<file path="config.mk">
export PLATFORM = sky130hd
export DESIGN_NAME = division
export DESIGN_NICKNAME = d
export VERILOG_FILES = /design/src/rtl/division.sv
export SDC_FILE = /design/constraint.sdc
export NUM_CORES = 1
export LEC_CHECK = 0
export BUFFER_PORTS_ARGS = -buffer_cell sky130_fd_sc_hd__buf_2
export CORE_MARGIN = 3
export CORE_UTILIZATION = 30
export CTS_CLUSTER_DIAMETER = 150
export CTS_CLUSTER_SIZE = 20
export DETAILED_ROUTE_END_ITERATION = 7
export GPL_TIMING_DRIVEN = 1
export PLACE_DENSITY_LB_ADDON = 0.15
export SETUP_SLACK_MARGIN = 0.05
export SLEW_MARGIN = 40
export SYNTH_ARGS = -nofsm -noshare
export SYNTH_HDL_FRONTEND = slang
export SYNTH_SLANG_ARGS = --single-unit
export TNS_END_PERCENT = 100
</file>
<file path="constraint.sdc">
create_clock -name CLK -period 2.3 [get_ports CLK]
set_clock_uncertainty 0.15 [all_clocks]
set_input_delay 0.23 -clock CLK [delete_from_list [all_inputs] [get_ports CLK]]
set_output_delay 0.23 -clock CLK [all_outputs]
set_load 0.01 [all_outputs]
</file>
<file path="src/rtl/division.sv">
// division: iterative unsigned restoring divider for the i16 ALU.
// Produces one quotient bit per clock; a division takes l RUN cycles after
// the accepting Start edge, and Done pulses for one cycle with the result.
//
// Ports:
//   CLK   - clock, all state updates on the rising edge
//   RST   - synchronous, active-high reset
//   Start - division request, accepted only when not Busy
//   A     - dividend (unsigned, l bits), sampled on an accepted Start
//   B     - divisor  (unsigned, l bits), sampled on an accepted Start
//   Busy  - high while a division is in progress
//   Done  - one-cycle pulse, R1/R2 hold a fresh result
//   R1    - quotient
//   R2    - remainder
//
// A zero divisor is not special-cased: the algorithm yields R1 = all ones
// and R2 = A, which matches RISC-V DIVU/REMU.
module division #(
  parameter int l = 16
) (
  input  logic         CLK,
  input  logic         RST,
  input  logic         Start,
  input  logic [l-1:0] A,
  input  logic [l-1:0] B,
  output logic         Busy,
  output logic         Done,
  output logic [l-1:0] R1,
  output logic [l-1:0] R2
);

  localparam int CW = $clog2(l) + 1;

  typedef enum logic [1:0] {
    IDLE = 2'd0,
    RUN  = 2'd1,
    DONE = 2'd2
  } state_t;

  state_t state_r;
  state_t state_next_s;

  // Partial remainder carries one extra bit so compare/subtract never overflows.
  logic [l:0]    rem_r;
  logic [l-1:0]  dvd_r;   // shifts dividend bits out, quotient bits in
  logic [l-1:0]  dvs_r;
  logic [CW-1:0] cnt_r;

  logic          load_s;
  logic          step_s;
  logic          finish_s;

  logic [l:0]    shifted_s;
  logic [l:0]    diff_s;
  logic [l:0]    rem_next_s;
  logic [l-1:0]  dvd_next_s;
  logic          qbit_s;

  // One restoring-division iteration on the current working registers.
  always_comb begin
    shifted_s  = {rem_r[l-1:0], dvd_r[l-1]};
    diff_s     = shifted_s - {1'b0, dvs_r};
    qbit_s     = (shifted_s >= {1'b0, dvs_r});
    if (qbit_s) begin
      rem_next_s = diff_s;
    end else begin
      rem_next_s = shifted_s;
    end
    dvd_next_s = {dvd_r[l-2:0], qbit_s};
  end

  // Next-state and control decode.
  always_comb begin
    state_next_s = state_r;
    load_s       = 1'b0;
    step_s       = 1'b0;
    finish_s     = 1'b0;
    case (state_r)
      IDLE, DONE: begin
        // A new Start in the Done cycle is accepted exactly as from IDLE.
        if (Start) begin
          load_s       = 1'b1;
          state_next_s = RUN;
        end else begin
          state_next_s = IDLE;
        end
      end
      RUN: begin
        // Start is ignored here; the in-flight division is undisturbed.
        step_s = 1'b1;
        if (cnt_r == CW'(1)) begin
          finish_s     = 1'b1;
          state_next_s = DONE;
        end else begin
          state_next_s = RUN;
        end
      end
      default: begin
        state_next_s = IDLE;
      end
    endcase
  end

  // State register.
  always_ff @(posedge CLK) begin
    if (RST) begin
      state_r <= IDLE;
    end else begin
      state_r <= state_next_s;
    end
  end

  // Working registers: load operands on accept, iterate while running.
  always_ff @(posedge CLK) begin
    if (RST) begin
      rem_r <= {(l+1){1'b0}};
      dvd_r <= {l{1'b0}};
      dvs_r <= {l{1'b0}};
      cnt_r <= {CW{1'b0}};
    end else if (load_s) begin
      rem_r <= {(l+1){1'b0}};
      dvd_r <= A;
      dvs_r <= B;
      cnt_r <= CW'(l);
    end else if (step_s) begin
      rem_r <= rem_next_s;
      dvd_r <= dvd_next_s;
      cnt_r <= cnt_r - CW'(1);
    end else begin
      rem_r <= rem_r;
      dvd_r <= dvd_r;
      dvs_r <= dvs_r;
      cnt_r <= cnt_r;
    end
  end

  // Registered outputs; R1/R2 change only when a division completes.
  always_ff @(posedge CLK) begin
    if (RST) begin
      Busy <= 1'b0;
      Done <= 1'b0;
      R1   <= {l{1'b0}};
      R2   <= {l{1'b0}};
    end else begin
      Busy <= load_s | (step_s & ~finish_s);
      Done <= finish_s;
      if (finish_s) begin
        R1 <= dvd_next_s;
        R2 <= rem_next_s[l-1:0];
      end else begin
        R1 <= R1;
        R2 <= R2;
      end
    end
  end

endmodule

</file>
Word-level counts from Yosys, hierarchy flattened
Cells that the tools add are included.
Widths: inputs -> output; s select.
{"block": "word_totals", "ff_bits": 89, "inputBits": 35, "output_inout_bits": 34, "word_cells": 36}
{"block": "classes", "addsub": 2, "n_lt_le_gt_ge": 1, "eq_ne": 3, "muxes": 13, "bitwise": 3, "reduce_logical": 4}
{"op": "$mux 16", "count": 3}
{"op": "$ge 17x16->1", "count": 1}
{"op": "$sub 16x16->16", "count": 1}
{"op": "$mux 5", "count": 2}
{"op": "$mux 1", "count": 6}
{"op": "$eq 5x1->1 const B", "count": 1}
{"op": "$sub 5x1->5 const B", "count": 1}
{"op": "$pmux 2 s2", "count": 1}
{"op": "$reduce_or 2->1", "count": 2}
{"op": "$eq 2x1->1 const B", "count": 1}
{"op": "$eq 2x2->1 const B", "count": 1}
{"op": "$logic_not 2->1", "count": 1}
{"op": "$mux 2", "count": 1}
{"op": "$reduce_bool 2->1", "count": 1}
{"op": "$and 1x1->1", "count": 1}
{"op": "$not 1->1", "count": 1}
{"op": "$or 1x1->1", "count": 1}

Longest topological paths before layout
{"block": "depth", "depth_word": 6, "ltp_mapped": 11, "mapped_depth_nobuf": 10}

Least setup slack after synthesis
OpenSTA, ideal clock, no wires.
{"block": "synth_path", "path_kind": "reg-to-reg", "from": "register dvs_r[11]", "to": "register R2[11]", "setup_ns": 0.088, "t_arrival_ns": 2.160, "required_ns": 2.062, "path_slack_ns": -0.098, "stages_incl_launch_ff": 11, "n_path_buf": 1, "synth_period_minus_slack_ns": 2.398, "path_cell_list": "dfxtp_1 > inv_1 > ha_1 > buf_4 > and3_1 > nand3_4 > o31a_1 > o211ai_2 > nand2_4 > or3b_4 > a311oi_2"}
{"block": "synth_between", "elab_chain_cells": 2, "elab_cells_between_ends": 3, "cone_classes": "1 x add/sub; 1 x order compare; 1 x mux"}
{"element": "from (decl)", "line_no": "46", "rtl": "logic [l-1:0] dvs_r;"}
{"element": "from (signal assigned)", "line_no": "118", "rtl": "dvs_r <= {l{1'b0}};"}
{"element": "from (signal assigned)", "line_no": "132", "rtl": "dvs_r <= dvs_r;"}
{"element": "$sub 16x16->16 or $ge 17x16->1 (tied branches)", "line_no": "62, 63"}
{"element": "$mux 16 *", "line_no": "64", "rtl": "if (qbit_s) begin"}
{"element": "to (signal assigned)", "line_no": "143", "rtl": "R2 <= {l{1'b0}};"}
{"element": "to (signal assigned)", "line_no": "149", "rtl": "R2 <= rem_next_s[l-1:0];"}
{"element": "to (decl)", "line_no": "29", "rtl": "output logic [l-1:0] R2"}
Every way passes the cells marked *; elsewhere a longest branch is shown, timed or not.
A chain may end at the register's enable or synchronous reset.

Final worst setup path
{"block": "layout_path", "from": "register dvd_r[15]", "to": "register rem_r[6]"}
{"block": "layout_between", "elab_chain_cells": 2, "elab_cells_between_ends": 3, "cone_classes": "1 x add/sub; 1 x order compare; 1 x mux"}
{"element": "from (decl)", "line_no": "45", "rtl": "logic [l-1:0] dvd_r;"}
{"element": "from (signal assigned)", "line_no": "117", "rtl": "dvd_r <= {l{1'b0}};"}
{"element": "from (signal assigned)", "line_no": "127", "rtl": "dvd_r <= dvd_next_s;"}
{"element": "from (signal assigned)", "line_no": "131", "rtl": "dvd_r <= dvd_r;"}
{"element": "$sub 16x16->16 or $ge 17x16->1 (tied branches)", "line_no": "62, 63"}
{"element": "$mux 16 *", "line_no": "64"}
{"element": "to (signal assigned)", "line_no": "116", "rtl": "rem_r <= {(l+1){1'b0}};"}
{"element": "to (signal assigned)", "line_no": "121", "rtl": "rem_r <= {(l+1){1'b0}};"}
{"element": "to (signal assigned)", "line_no": "126", "rtl": "rem_r <= rem_next_s;"}
{"element": "to (decl)", "line_no": "44", "rtl": "logic [l:0] rem_r;"}
Marked as above.

==> reports/qor.yml <==
tightest_slew_ps: 794.6
core_mm2: 0.01351
drt_iter0_markers: 209
power_density_mw_per_mm2: 817.4
die_y_um: 124.9
max_cap_violations: 0
fin_crit_sh_pct: 104.1
antenna_left: 0
numCtsBuffers: 9
grt_pass1_wl_um: 20750
status: "finished with violations"
cts_root_buffer: "clkbuf_16"
nNetsFinal: 719
synth.distinct_cells: 57
r2r_cells: 12
num_io_pins: 69
fmax_mhz: 417.8
synth-edff-count: 0
grt_pass1_vias: 4037
grt_max_degree: 72
final_hold_viol_count: 0
dr.pass1.iters: 4
cts.clk_slew.worst_paths_ps: 70
synth_ff_type: "dfxtp_1"
leakage_nw: 2.553
grt.overflow.total: 0
finalCriticalPeriod_ps: 2393
mostFrequentLayoutCell: "nand2_1"
setup_viol: 22
io_buffers: 68
dieWidth_um: 124.9
wl_um: 12890
synth.top_cell.area_share_pct: 41.56
dieArea_mm2: 0.01559
htree_levels: 3
syn-cell-area_mm2: 0.004239
violations: "setup timing"
routed_via_density: 4.911
synthTopCellsByArea: "dfxtp_1 42%, nand2_1 7.3%, a21oi_1 6.7%"
nFillCells: 1346
globalplace.congestion: 0.8771
synth_largest_area_cell: "dfxtp_1"
initial_core_util_pct: 31.39
holdPathStages: 3
avgRoutedWirePerCell_um: 15.23
ys_ff_latch: 88
placed_area_mm2: 0.005248
synth_warnings: 0
fp-row-count: 42
clockBufferDepth: 2
cts_sinks: 88
slew_headroom_pct: 47.02
drv_slew: 0
place_hpwl_um: 8829
vias: 4155
yosysSeqAreaShare_pct: 41.56
cp-start-kind: "register"
clock_latency_ps: 350
antennaDiodeCount: 0
min_path_type: "input pin to register"
rsz0062_at_grt: "true"
drive_above_1_share_pct: 40.45
drc_errors: 0
arrival_ps: 2520
place_ws_ps: -288.7
final_cell_mix: "79 x nand2_1, 71 x buf_4, 70 x dfxtp_1"
finalSetupTns_ps: -1118
cts_tree: "done"
async_flop_share_pct: 0
avgSynthCellArea_um2: 8.105
synthCells: 523
worstPathMaxFanout: 2
synth_nets: 577
timing.final.ws_setup_ps: -93.35
max-vdd-ir-drop_uv: 416.1
path_class: "register to register"
grt_use_total_pct: 16.30
cp_data_required_time_ps: 2430
end_kind: "register"
area_growth_pct: 49.44
final_area_mm2: 0.006335
antenna_found_initial: 0
-- final cells by class --
cell class                      count  area (um2)  share of cell area [%]
Tap cell                          176       220.2                   3.476
Sequential cell                    88        1784                   28.17
Inverter                           22       82.58                   1.304
Timing Repair Buffer              163        1142                   18.03
Clock inverter                      7       68.82                   1.086
Multi-Input combinational cell    381        2811                   44.38
Clock buffer                        9       225.2                   3.555
-- synth_stat cells, types with 5 or more instances --
master,count
a211oi_1,14
a21oi_1,57
a31oi_1,5
clkbuf_1,26
dfxtp_1,88
ha_1,18
inv_1,22
mux2i_1,9
nand2_1,82
nand2b_1,5
nand3_1,11
nor2_1,48
nor3_1,20
o21ai_0,25
o22ai_1,16
xnor2_1,9
xor2_1,5
-- timing repair --
action	4_1_cts	5_1_grt
hold buffers	15	0
resized for setup	68	51
setup endpoints to repair	32	33
pin swaps	38	27
buffers inserted	11	4
endpoints found under the hold margin	15	0
cloned	1	0
-- state kept, by name, summed over array words and instances, names as in the netlist --
| register | cells |
|---|---|
| R2 | 16 |
| Busy | 1 |
| state_r | 2 |
| dvs_r | 16 |
| rem_r | 16 |
| dvd_r | 16 |
| R1 | 16 |
| cnt_r | 5 |
-- routing by layer --
metal  wire length [um]  global-route usage (%)  part of all wire (%)
met2               5982                   26.62                    46
met4                194                   4.145                   1.5
met1               6251                   21.51                    49
met3                461                   4.202                   3.6
met5                  0                       0                     0
-- worst max-delay path, cell delays in order (launching register included) --
cell and delay, ps:
dfxtp_2 330, inv_2 40, ha_4 150, fa_2 380, nor2b_4 140, o221a_4 200, buf_4 120, o21a_1 140
nor2_2 50, xnor2_1 170, nand3_1 140, buf_4 170, a31oi_1 140
-- where the power goes --
part,switching (mW),total (mW),internal (mW)
Combinational,0.987,2.04,1.05
Clock,0.693,1.45,0.755
Sequential,0.0727,1.69,1.62
Total,1.75,5.18,3.42
-- cell families (layout without fill, tap and decap cells) --
kind of cell / count (synthesis) / count (layout) / synth area share [%]
buffers and inverters: 55 / 201 / 5.342
AOI/OAI and AO/OA: 145 / 145 / 21.22
muxes: 11 / 11 / 2.656
xor gates and xnor gates: 14 / 14 / 2.893
DFF: 88 / 88 / 41.56
and+or+nand+nor: 191 / 192 / 20.54
adders and majority gates: 19 / 19 / 5.785
-- through the flow --
step / util (%) / instances / hold slack, ps / total power, mW
after detailed placement: 38.85 / 799 / 296.6 / 3.157
final: 46.91 / 846 / 23.02 / 5.178
after global routing: 46.91 / 846 / 15.54 / 5.453
after floorplan: - / 523 / 216.0 / 2.608
after global placement: 38.84 / 799 / 289.8 / 3.145
after CTS: 45.18 / 842 / 12.15 / 5.002
-- path summary, 6_finish.rpt --
check,startpoint,endpoint,slack (ps)
max,dvd_r[15],rem_r[6],-90
min reg2reg,R1[9],R1[9],300
min,A[0],dvd_r[0],20
max reg2reg,dvd_r[15],rem_r[6],-90
(Power assumes the default switching activity.)
